<file path="config.mk">
export PLATFORM = sky130hd
export DESIGN_NAME = priority_irq_ctrl
export DESIGN_NICKNAME = d
export VERILOG_FILES = /design/src/rtl/priority_irq_ctrl.sv
export SDC_FILE = /design/constraint.sdc
export NUM_CORES = 1
export LEC_CHECK = 0
export CORE_AREA = 3 3 61 49
export CTS_CLUSTER_DIAMETER = 120
export DETAILED_ROUTE_END_ITERATION = 10
export DIE_AREA = 0 0 64 52
export MAX_ROUTING_LAYER = met4
export PLACE_DENSITY = 0.85
export SKIP_LAST_GASP = 1
export SYNTH_ARGS = -nofsm -noshare
export SYNTH_HDL_FRONTEND = slang
export SYNTH_SLANG_ARGS = --single-unit
</file>
<file path="constraint.sdc">
create_clock -name clk -period 1.6 [get_ports clk]
set_input_delay 0.32 -clock clk [delete_from_list [all_inputs] [get_ports clk]]
set_output_delay 0.32 -clock clk [all_outputs]
set_load 0.1 [all_outputs]
</file>
<file path="src/rtl/priority_irq_ctrl.sv">
// Priority interrupt controller: latches rising request edges per channel,
// presents the highest unmasked pending channel as {valid, index} and holds
// it until ack, enable drop, or (when PREEMPT=1) a higher-priority arrival.

// Per-channel edge detector and pending latch.
module irq_chan (
  input  logic clk,
  input  logic reset,
  input  logic req,
  input  logic clr,
  output logic pend
);
  logic req_d;

  // Set on a rising req edge; a set in the same cycle as a clear wins.
  always_ff @(posedge clk or posedge reset) begin
    if (reset) begin
      req_d <= 1'b0;
      pend  <= 1'b0;
    end else begin
      req_d <= req;
      pend  <= (pend & ~clr) | (req & ~req_d);
    end
  end
endmodule

module priority_irq_ctrl #(
  parameter int N       = 8,
  parameter int PREEMPT = 0,
  localparam int W      = $clog2(N)
) (
  input  logic         clk,
  input  logic         reset,
  input  logic         enable,
  input  logic [N-1:0] req,
  input  logic [N-1:0] mask,
  input  logic         ack,
  output logic [W:0]   out,
  output logic [N-1:0] pending,
  output logic         busy
);
  localparam logic [0:0] IDLE    = 1'b0;
  localparam logic [0:0] PRESENT = 1'b1;

  logic [0:0]   state;
  logic [W-1:0] cur_id;
  logic [N-1:0] elig;
  logic [N-1:0] clr;
  logic [W-1:0] top_id;
  logic         elig_any;
  logic         preempt_hit;

  // Highest set bit index; bit N-1 has top priority.
  function automatic logic [W-1:0] hi_idx(input logic [N-1:0] v);
    logic [W-1:0] f;
    f = '0;
    for (int i = 0; i < N; i++)
      if (v[i]) f = W'(i);
    return f;
  endfunction

  assign elig     = pending & ~mask;
  assign elig_any = |elig;
  assign top_id   = hi_idx(elig);
  // Preemption only looks upward from the presented channel.
  assign preempt_hit = (PREEMPT != 0) && elig_any && (top_id > cur_id);

  // Ack clears the presented channel only while presenting with enable high.
  always_comb begin
    clr = '0;
    if (state == PRESENT && enable && ack) clr[cur_id] = 1'b1;
  end

  genvar k;
  generate
    for (k = 0; k < N; k++) begin : g_chan
      irq_chan u_chan (
        .clk   (clk),
        .reset (reset),
        .req   (req[k]),
        .clr   (clr[k]),
        .pend  (pending[k])
      );
    end
  endgenerate

  // IDLE/PRESENT control with registered out, busy and cur_id.
  always_ff @(posedge clk or posedge reset) begin
    if (reset) begin
      state  <= IDLE;
      cur_id <= '0;
      out    <= '0;
      busy   <= 1'b0;
    end else begin
      case (state)
        IDLE: begin
          if (enable && elig_any) begin
            state  <= PRESENT;
            cur_id <= top_id;
            out    <= {1'b1, top_id};
            busy   <= 1'b1;
          end else begin
            out  <= '0;
            busy <= 1'b0;
          end
        end
        PRESENT: begin
          if (!enable || ack) begin
            // Enable drop abandons the grant without clearing pending.
            state <= IDLE;
            out   <= '0;
            busy  <= 1'b0;
          end else if (preempt_hit) begin
            cur_id <= top_id;
            out    <= {1'b1, top_id};
          end
        end
        default: begin
          state <= IDLE;
          out   <= '0;
          busy  <= 1'b0;
        end
      endcase
    end
  end
endmodule

</file>
# Word level (Yosys, flattened, before mapping)
# Index checks and enable logic that the tools add are counted.
word_totals:
  regBits: 25
  in_bits: 20
  wordCells: 95
classes:
  magnitude_cmp: 2
  n_eq_ne: 2
  muxes: 20
  bitwise_logic: 43
  reduce_logical: 8
op_table:
  columns: ["cell", "n"]
  rows:
  - ["$mux 3", 6]
  - ["$not 1->1", 17]
  - ["$and 1x1->1", 16]
  - ["$and 8x8->8", 1]
  - ["$mux 4", 2]
  - ["$mux 8", 1]
  - ["$not 8->8", 1]
  - ["$or 1x1->1", 8]
  - ["$pmux 4 s2", 1]
  - ["$reduce_or 8->1", 1]
  - ["$mux 1", 5]
  - ["$logic_and 1x1->1", 4]
  - ["$lt 3x4->1 const B", 1]
  - ["$mux 2", 2]
  - ["$pmux 1 s2", 2]
  - ["$demux 1 s3", 1]
  - ["$ge 3x1->1 const B", 1]
  - ["$ne 2x1->1 const B", 1]
  - ["$ne 2x2->1 const B", 1]
  - ["$reduce_and 2->1", 1]
  - ["$logic_not 1->1", 1]
  - ["$logic_or 1x1->1", 1]

# Longest topological paths before layout
# Gate-level depths: netlist of the first run.
depth:
  depth_word: 11
  depth_mapped: 4
  mapped_depth_nobuf: 4

# Modules after synthesis
# Synthesis of the first run repeated with hierarchy kept, for this count alone.
hier_totals:
  cells_unflattened: 105
  area_unflattened_um2: 1121.1
modules_own_cells:
  columns: ["mod", "n_inst", "cells_each", "area_per_inst_um2", "seq_area_each_um2"]
  rows:
  - ["irq_chan", 8, 6, 73.8, 50.0]
  - ["priority_irq_ctrl", 1, 57, 530.5, 200.2]

# Worst setup path after synthesis of the first run
# Ideal clock, no wire load.
synth_path:
  path_type: "register -> output"
  startpoint: "register out[3]"
  endpoint: "output port out[3]"
  arrival_ns: 1.340
  slack_ns: -0.060
  stages_incl_launch_ff: 2
  path_cell_list: "dfrtp_1 -> buf_4"
synth_rtl:
  columns: ["element", "line_no", "text"]
  rows:
  - ["from (decl)", "38", "output logic [W:0] out,"]
  - ["from (signal assigned)", "100", "out <= {1'b1, top_id};"]
  - ["from (signal assigned)", "115", "out <= {1'b1, top_id};"]
# No word-level cell between the ends.

# Final worst setup path of the first run
layout_path:
  startpoint: "register g_chan[6].u_chan.pend"
  endpoint: "register cur_id[1]"
layout_between:
  elab_chain_cells: 5
layout_lines:
  columns: ["element", "line_no", "text"]
  rows:
  - ["from (decl)", "11", "output logic pend"]
  - ["from (signal assigned)", "22", "pend <= (pend & ~clr) | (req & ~req_d);"]
  - ["$and 8x8->8 *", "62", "assign elig = pending & ~mask;"]
  - ["$reduce_or 8->1 or $mux 3 (tied branches)", "63, 58", null]
  - ["$logic_and 1x1->1 or $mux 3 (tied branches)", "97, 58", null]
  - ["$ne 2x2->1 (no line) or $mux 3 (tied branches)", null, null]
  - ["$reduce_and 2->1 (no line) or $mux 3 (tied branches)", null, null]
  - ["to (signal assigned)", "99", "cur_id <= top_id;"]
  - ["to (signal assigned)", "114", "cur_id <= top_id;"]
  - ["to (decl)", "46", "logic [W-1:0] cur_id;"]
# Every way passes the cells marked *; elsewhere a longest branch is shown, timed or not. The select of a mux whose other input is x is not followed.
# A chain may end at the register's enable or synchronous reset.

==> run_results.csv, run 1 <==
group,metric,value,unit
critical_path,crit_path_end_kind,"flop",
pwr,ir_worst_vdd,0.555,mV
final_layout,final_cell_mix,"dfrtp_1, clkdlybuf4s50_1, o21ai_0",
critical_path,cp_num_buf_inv,0,
routing,drt-initial-drc-count,27,
critical_path,r2r_slack,60,ps
critical_path,start_kind,"flop",
global_route,grt_use_total,0.152,
final_layout,mostFrequentLayoutCell,"dfrtp_1",
clocking,cts_max_level,1,
critical_path,crit_family,"flip-flops",
clocking,tritoncts,"yes",
floorplanning,dieArea,0.00333,mm²
pwr,leakagePower,0.723,nW
global_route,grt_max_degree,25,
global_route,antenna_found_initial,0,
timing,rsz0062_at_grt,"false",
timing,period_share,0.964,
routing,wl_per_cell,14.0,µm
routing,dr.pass1.iters,4,
clocking,clk_path_buf_depth,2,
timing,skew,0.801,ps
floorplanning,ios,33,
place,routabilityCongestion,0.899,
timing,slew_violations,0,
clocking,ctsResizeCount,0,
critical_path,cp_slowest_stage_delay,450,ps
clocking,cts.clk_slew.worst_paths,120,ps
critical_path,crit_slowest_cell,"dfrtp_1",
pwr,power_density,1000,mW/mm²
global_route,grt_pass1_wl,3750,µm
global_route,grt_pass1_vias,876,
logic_synthesis,synth_cell_types,21,
final_layout,nNetsFinal,152,
logic_synthesis,syn_area,0.00106,mm²
routing,vias,814,
status,status,"completed",
logic_synthesis,synth_fp_nets,116,
critical_path,critPathArrivalTime,1750,ps
routing,vias_per_cell,4.87,
floorplanning,core_area,0.00250,mm²
global_route,grt.busiest_layer,"met2",
clocking,cts_root_buf,"clkbuf_4",
routing,drt-total-wl,2340,µm
hold_path,hp-class,"input pin to asynchronous set/reset pin",
timing,max_slew_margin,0.762,
critical_path,criticalPathCategory,"flop to flop",
clocking,hold_buffers,0,
place,portBuffers,32,
logic_synthesis,synthCells,96,
place,placed_cells,163,
timing,finalSetupViolCount,0,
clocking,cts_setup_buffers,0,
critical_path,r2r_end,"cur_id[1]",
final_layout,drive_gt1_frac,0.244,
floorplanning,initial_utilization,0.423,
pwr,power,1.59,mW
floorplanning,fp.dieW,64,µm
floorplanning,rows,16,
global_route,grt_overflow,0,
global_route,use_met2,0.274,
timing,finalWorstSetupSlack,57.5,ps
critical_path,r2r_start,"g_chan[6].u_chan.pend",
clocking,clk_latency,310,ps
logic_synthesis,synth-seq-cells,24,
critical_path,r2r_cells,4,
timing,fmax,0.648,GHz
logic_synthesis,avgSynthCellArea,11.0,µm²
final_layout,n_antenna_cell,0,
routing,postRouteAntennaNets,0,
timing,hold_violations,0,
final_layout,fin_area,0.00159,mm²
logic_synthesis,yosysSeqAreaShare,0.567,
logic_synthesis,ys.warnings.count,0,
clocking,cts_sinks,24,
timing,fin_crit,1540,ps
global_route,grtUsageMet3,0.0518,
floorplanning,die-height,52,µm
flow_run,drv_cap,0,
final_layout,area_delta_synth_final,49.6,%
timing,tightest_slew,356,ps
critical_path,crit_chain,"nor2b_4 -> nor4_4 -> a41oi_2 -> mux2_4",
place,pre_cts_slack,-265,ps
place,dp_hpwl,1910,µm
final_layout,stdcell_count,167,
routing,drc,0,
global_route,use_met1,0.159,
critical_path,cp_max_fo,3,
place,placed_area,0.00155,mm²
final_layout,finish.utilization,0.634,
critical_path,worstPathRequired,1810,ps
clocking,tritoncts.num_buffers,3,
-- Yosys cell counts --
cell / instances / area, µm²
dfrtp_1: 24 / 601
o21ai_0: 16 / 80.1
inv_1: 12 / 45.0
buf_4: 9 / 67.6
nand2_1: 5 / 18.8
nand2b_1: 5 / 31.3
nor2_1: 4 / 15.0
nor2b_1: 3 / 18.8
o31ai_1: 3 / 22.5
a21o_1: 2 / 15.0
nand4_1: 2 / 12.5
nor2b_4: 2 / 27.5
a21oi_1: 1 / 5.00
a221oi_1: 1 / 8.76
a22o_1: 1 / 8.76
a41o_2: 1 / 11.3
a41oi_2: 1 / 16.3
mux2_4: 1 / 15.0
mux2i_1: 1 / 10.0
nor4_4: 1 / 21.3
o2bb2ai_1: 1 / 8.76
-- how the worst max path moves through the flow --
stage / from / end / slack [ps] / cells past startpoint
6_report: g_chan[6].u_chan.pend / cur_id[1] / 60 / 4
5_1_grt: g_chan[2].u_chan.pend / cur_id[1] / 10 / 5
4_1_cts: g_chan[4].u_chan.pend / cur_id[1] / 50 / 4
3_5_place_dp: mask[4] / cur_id[1] / -260 / 5
3_3_place_gp: mask[4] / cur_id[1] / -190 / 5
2_1_floorplan: g_chan[4].u_chan.pend / cur_id[1] / 170 / 4
-- per-stage QoR --
step / setup TNS (ps) / hold slack [ps]
3_5_place_dp: -1650 / 410
4_1_cts: 0 / 332
6_report: 0 / 328
3_3_place_gp: -1030 / 401
5_1_grt: 0 / 339
2_1_floorplan: 0 / 335
-- flip-flops by register name, indices dropped and copies added, names as in the netlist --
signal / flops
cur_id: 3
state: 1
g_chan.u_chan.req_d: 8
out: 4
g_chan.u_chan.pend: 8
-- layout make-up --
cell class	instances	area, µm²
Tap cell	36	45.0
Multi-Input combinational cell	51	347
Timing Repair Buffer	40	510
Clock buffer	4	36.3
Inverter	12	45.0
Sequential cell	24	602
Fill cell	199	917
-- where the power goes --
| part | internal, mW | total (mW) | switching [mW] |
|---|---|---|---|
| combinational | 0.226 | 0.550 | 0.324 |
| sequential | 0.662 | 0.725 | 0.0632 |
| clock | 0.139 | 0.311 | 0.172 |
| total | 1.03 | 1.59 | 0.559 |
-- routing by layer --
layer  part of all wire  routed length (µm)
met4              0.015                  35
met5                  0                   0
met1               0.38                 885
met3              0.087                 204
met2               0.52                1210
-- tightest hold or removal path: stages --
cell	delay, ps
clkdlybuf4s50_1	390
inv_1	50
buf_4	290
-- cell families (layout without fill, tap and decap cells) --
group	Yosys count	in the layout	synth area share
AO/OA/AOI/OAI	27	27	0.166
buffers and inverters	21	56	0.106
flip-flops	24	24	0.567
multiplexers	2	2	0.0236
AND/OR/NAND/NOR	22	22	0.137
Power figures use the tool's default switching activity.
==> inputs of run 2 (changes only) <==
CORE_AREA = 3 3 64 51   (was 3 3 61 49)
DIE_AREA = 0 0 67 54   (was 0 0 64 52)
HOLD_SLACK_MARGIN = 0.05   (was not set)
PLACE_DENSITY = 0.79   (was 0.85)
clock period = 1.9 ns   (was 1.6 ns; I/O delays follow)
==> run 2 against run 1 <==
  * Routed wire length is 2.1% lower
  * Largest power group unchanged
  * Cell count fell by 2.4%
  * Clock power is 7.7% higher
  * Flip-flop and latch count unchanged
  * Clock-buffer cell count unchanged
  * Power decreased by 12%
  * Worst setup slack better by 210 ps
  * Sequential power decreased by 16%
  * Non-clock buffer count decreased by 4
  * Core utilization decreased by 3.8 points
  * Combinational power shrank 17%
  * Critical path depth is 1 higher
==> run_results.csv, run 2 (synthesis results as in run 1) <==
group,metric,value,unit
critical_path,crit_path_end_kind,"flop",
global_route,grt_overflow,0,
critical_path,cp_max_fo,3,
timing,finalWorstSetupSlack,266,ps
clocking,ctsResizeCount,0,
pwr,leakagePower,0.713,nW
place,portBuffers,32,
timing,tightest_slew,370,ps
floorplanning,initial_utilization,0.401,
pwr,ir_worst_vdd,0.360,mV
routing,vias,786,
clocking,hold_buffers,0,
clocking,cts_sinks,24,
final_layout,fin_area,0.00157,mm²
final_layout,nNetsFinal,148,
critical_path,start_kind,"input pin",
routing,wl_per_cell,14.0,µm
floorplanning,core_area,0.00264,mm²
routing,dr.pass1.iters,4,
final_layout,reg.largest.list,"g_chan.u_chan.pend (8), g_chan.u_chan.req_d (8), out (4)",
place,routabilityCongestion,0.751,
critical_path,worstPathRequired,2050,ps
timing,hold_violations,0,
global_route,antenna_found_initial,0,
place,pre_cts_slack,-4.34,ps
pwr,p_seq_frac,0.436,
final_layout,finish.utilization,0.595,
floorplanning,die-height,54,µm
clocking,cts_max_level,1,
global_route,grt_pass1_wl,3770,µm
timing,rsz0062_at_grt,"false",
pwr,p_int,0.924,mW
hold_path,whs_path_depth,1,
hold_path,hp-class,"flop to flop",
clocking,cts_root_buf,"clkbuf_8",
place,dp_hpwl,1790,µm
pwr,p_sw,0.474,mW
global_route,grt_pass1_vias,780,
final_layout,n_antenna_cell,0,
place,placed_area,0.00152,mm²
floorplanning,fp.dieW,67,µm
timing,period_share,0.860,
floorplanning,rows,16,
routing,drc,0,
final_layout,nFillCells,219,
timing,max_slew_margin,0.751,
critical_path,r2r_cells,4,
final_layout,multi_input_area,347,µm²
clocking,cts_setup_buffers,0,
final_layout,regArea,601,µm²
critical_path,critPathArrivalTime,1790,ps
floorplanning,ios,33,
global_route,grt_use_total,0.147,
clocking,tritoncts.num_buffers,3,
clocking,clk_latency,260,ps
clocking,clk_path_buf_depth,2,
timing,slew_violations,0,
pwr,power.share.switching,0.339,
critical_path,criticalPathCategory,"input pin to flop",
pwr,power_frac_comb,0.324,
final_layout,final_cell_mix,"dfrtp_1, clkdlybuf4s50_1, o21ai_0",
routing,postRouteAntennaNets,0,
clocking,tritoncts,"yes",
timing,finalSetupViolCount,0,
status,status,"completed",
timing,fmax,0.612,GHz
floorplanning,dieArea,0.00362,mm²
final_layout,mostFrequentLayoutCell,"dfrtp_1",
routing,drt-total-wl,2290,µm
routing,drt-initial-drc-count,46,
pwr,power_density,889,mW/mm²
flow_run,drv_cap,0,
clocking,cts.clk_slew.worst_paths,80,ps
pwr,pwr-share-clk,0.240,
routing,vias_per_cell,4.82,
final_layout,drive_gt1_frac,0.213,
timing,skew,8.30,ps
final_layout,area_delta_synth_final,48.4,%
timing,fin_crit,1630,ps
global_route,grt_max_degree,25,
run 2: worst max-delay path, cell delays in order:
cell and delay, ps:
clkdlybuf4s50_1 510, nor2b_4 60, nor4_4 310, a41oi_2 200, mux2_4 330
run 2: routing by layer:
metal  up-vias  global-route usage  part of all wire
li1        377                   -                 -
met1       380               0.188              0.44
met2        29               0.245              0.49
met3         0              0.0355             0.069
met4         0              0.0202                 0
met5         -                   -                 0
run 2: final timing paths:
kind                                           to  slack (ps)                    from
hold reg to reg             g_chan[7].u_chan.pend         420  g_chan[7].u_chan.req_d
hold / removal              g_chan[7].u_chan.pend         420  g_chan[7].u_chan.req_d
setup reg to reg                        cur_id[1]         370   g_chan[6].u_chan.pend
max in group asynchronous                  out[2]        1210                   reset
setup / recovery                        cur_id[1]         270                 mask[4]
min in group asynchronous  g_chan[0].u_chan.req_d         450                   reset
run 2: through the flow:
stage,cells,power (mW),setup TNS (ps),hold WS [ps]
after floorplan,96,0.892,0,395
after global placement,159,1.06,0,401
after detailed placement,159,1.07,-4.34,417
after CTS,163,1.41,0,428
after global routing,163,1.46,0,436
final,163,1.40,0,417
run 2: power groups by stage:
| stage | Clock, mW | Combinational, mW | Sequential [mW] |
|---|---|---|---|
| after floorplan | 0 | 0.227 | 0.665 |
| after global placement | 0 | 0.445 | 0.619 |
| after detailed placement | 0 | 0.455 | 0.619 |
| after CTS | 0.344 | 0.456 | 0.610 |
| after global routing | 0.371 | 0.476 | 0.616 |
| final | 0.335 | 0.454 | 0.610 |
run 2: area by class of cell:
| class | instances | area share |
|---|---|---|
| Multi-Input combinational cell | 51 | 0.220 |
| Inverter | 12 | 0.0286 |
| Sequential cell | 24 | 0.382 |
| Tap cell | 36 | 0.0286 |
| Clock buffer | 4 | 0.0350 |
| Timing Repair Buffer | 36 | 0.305 |
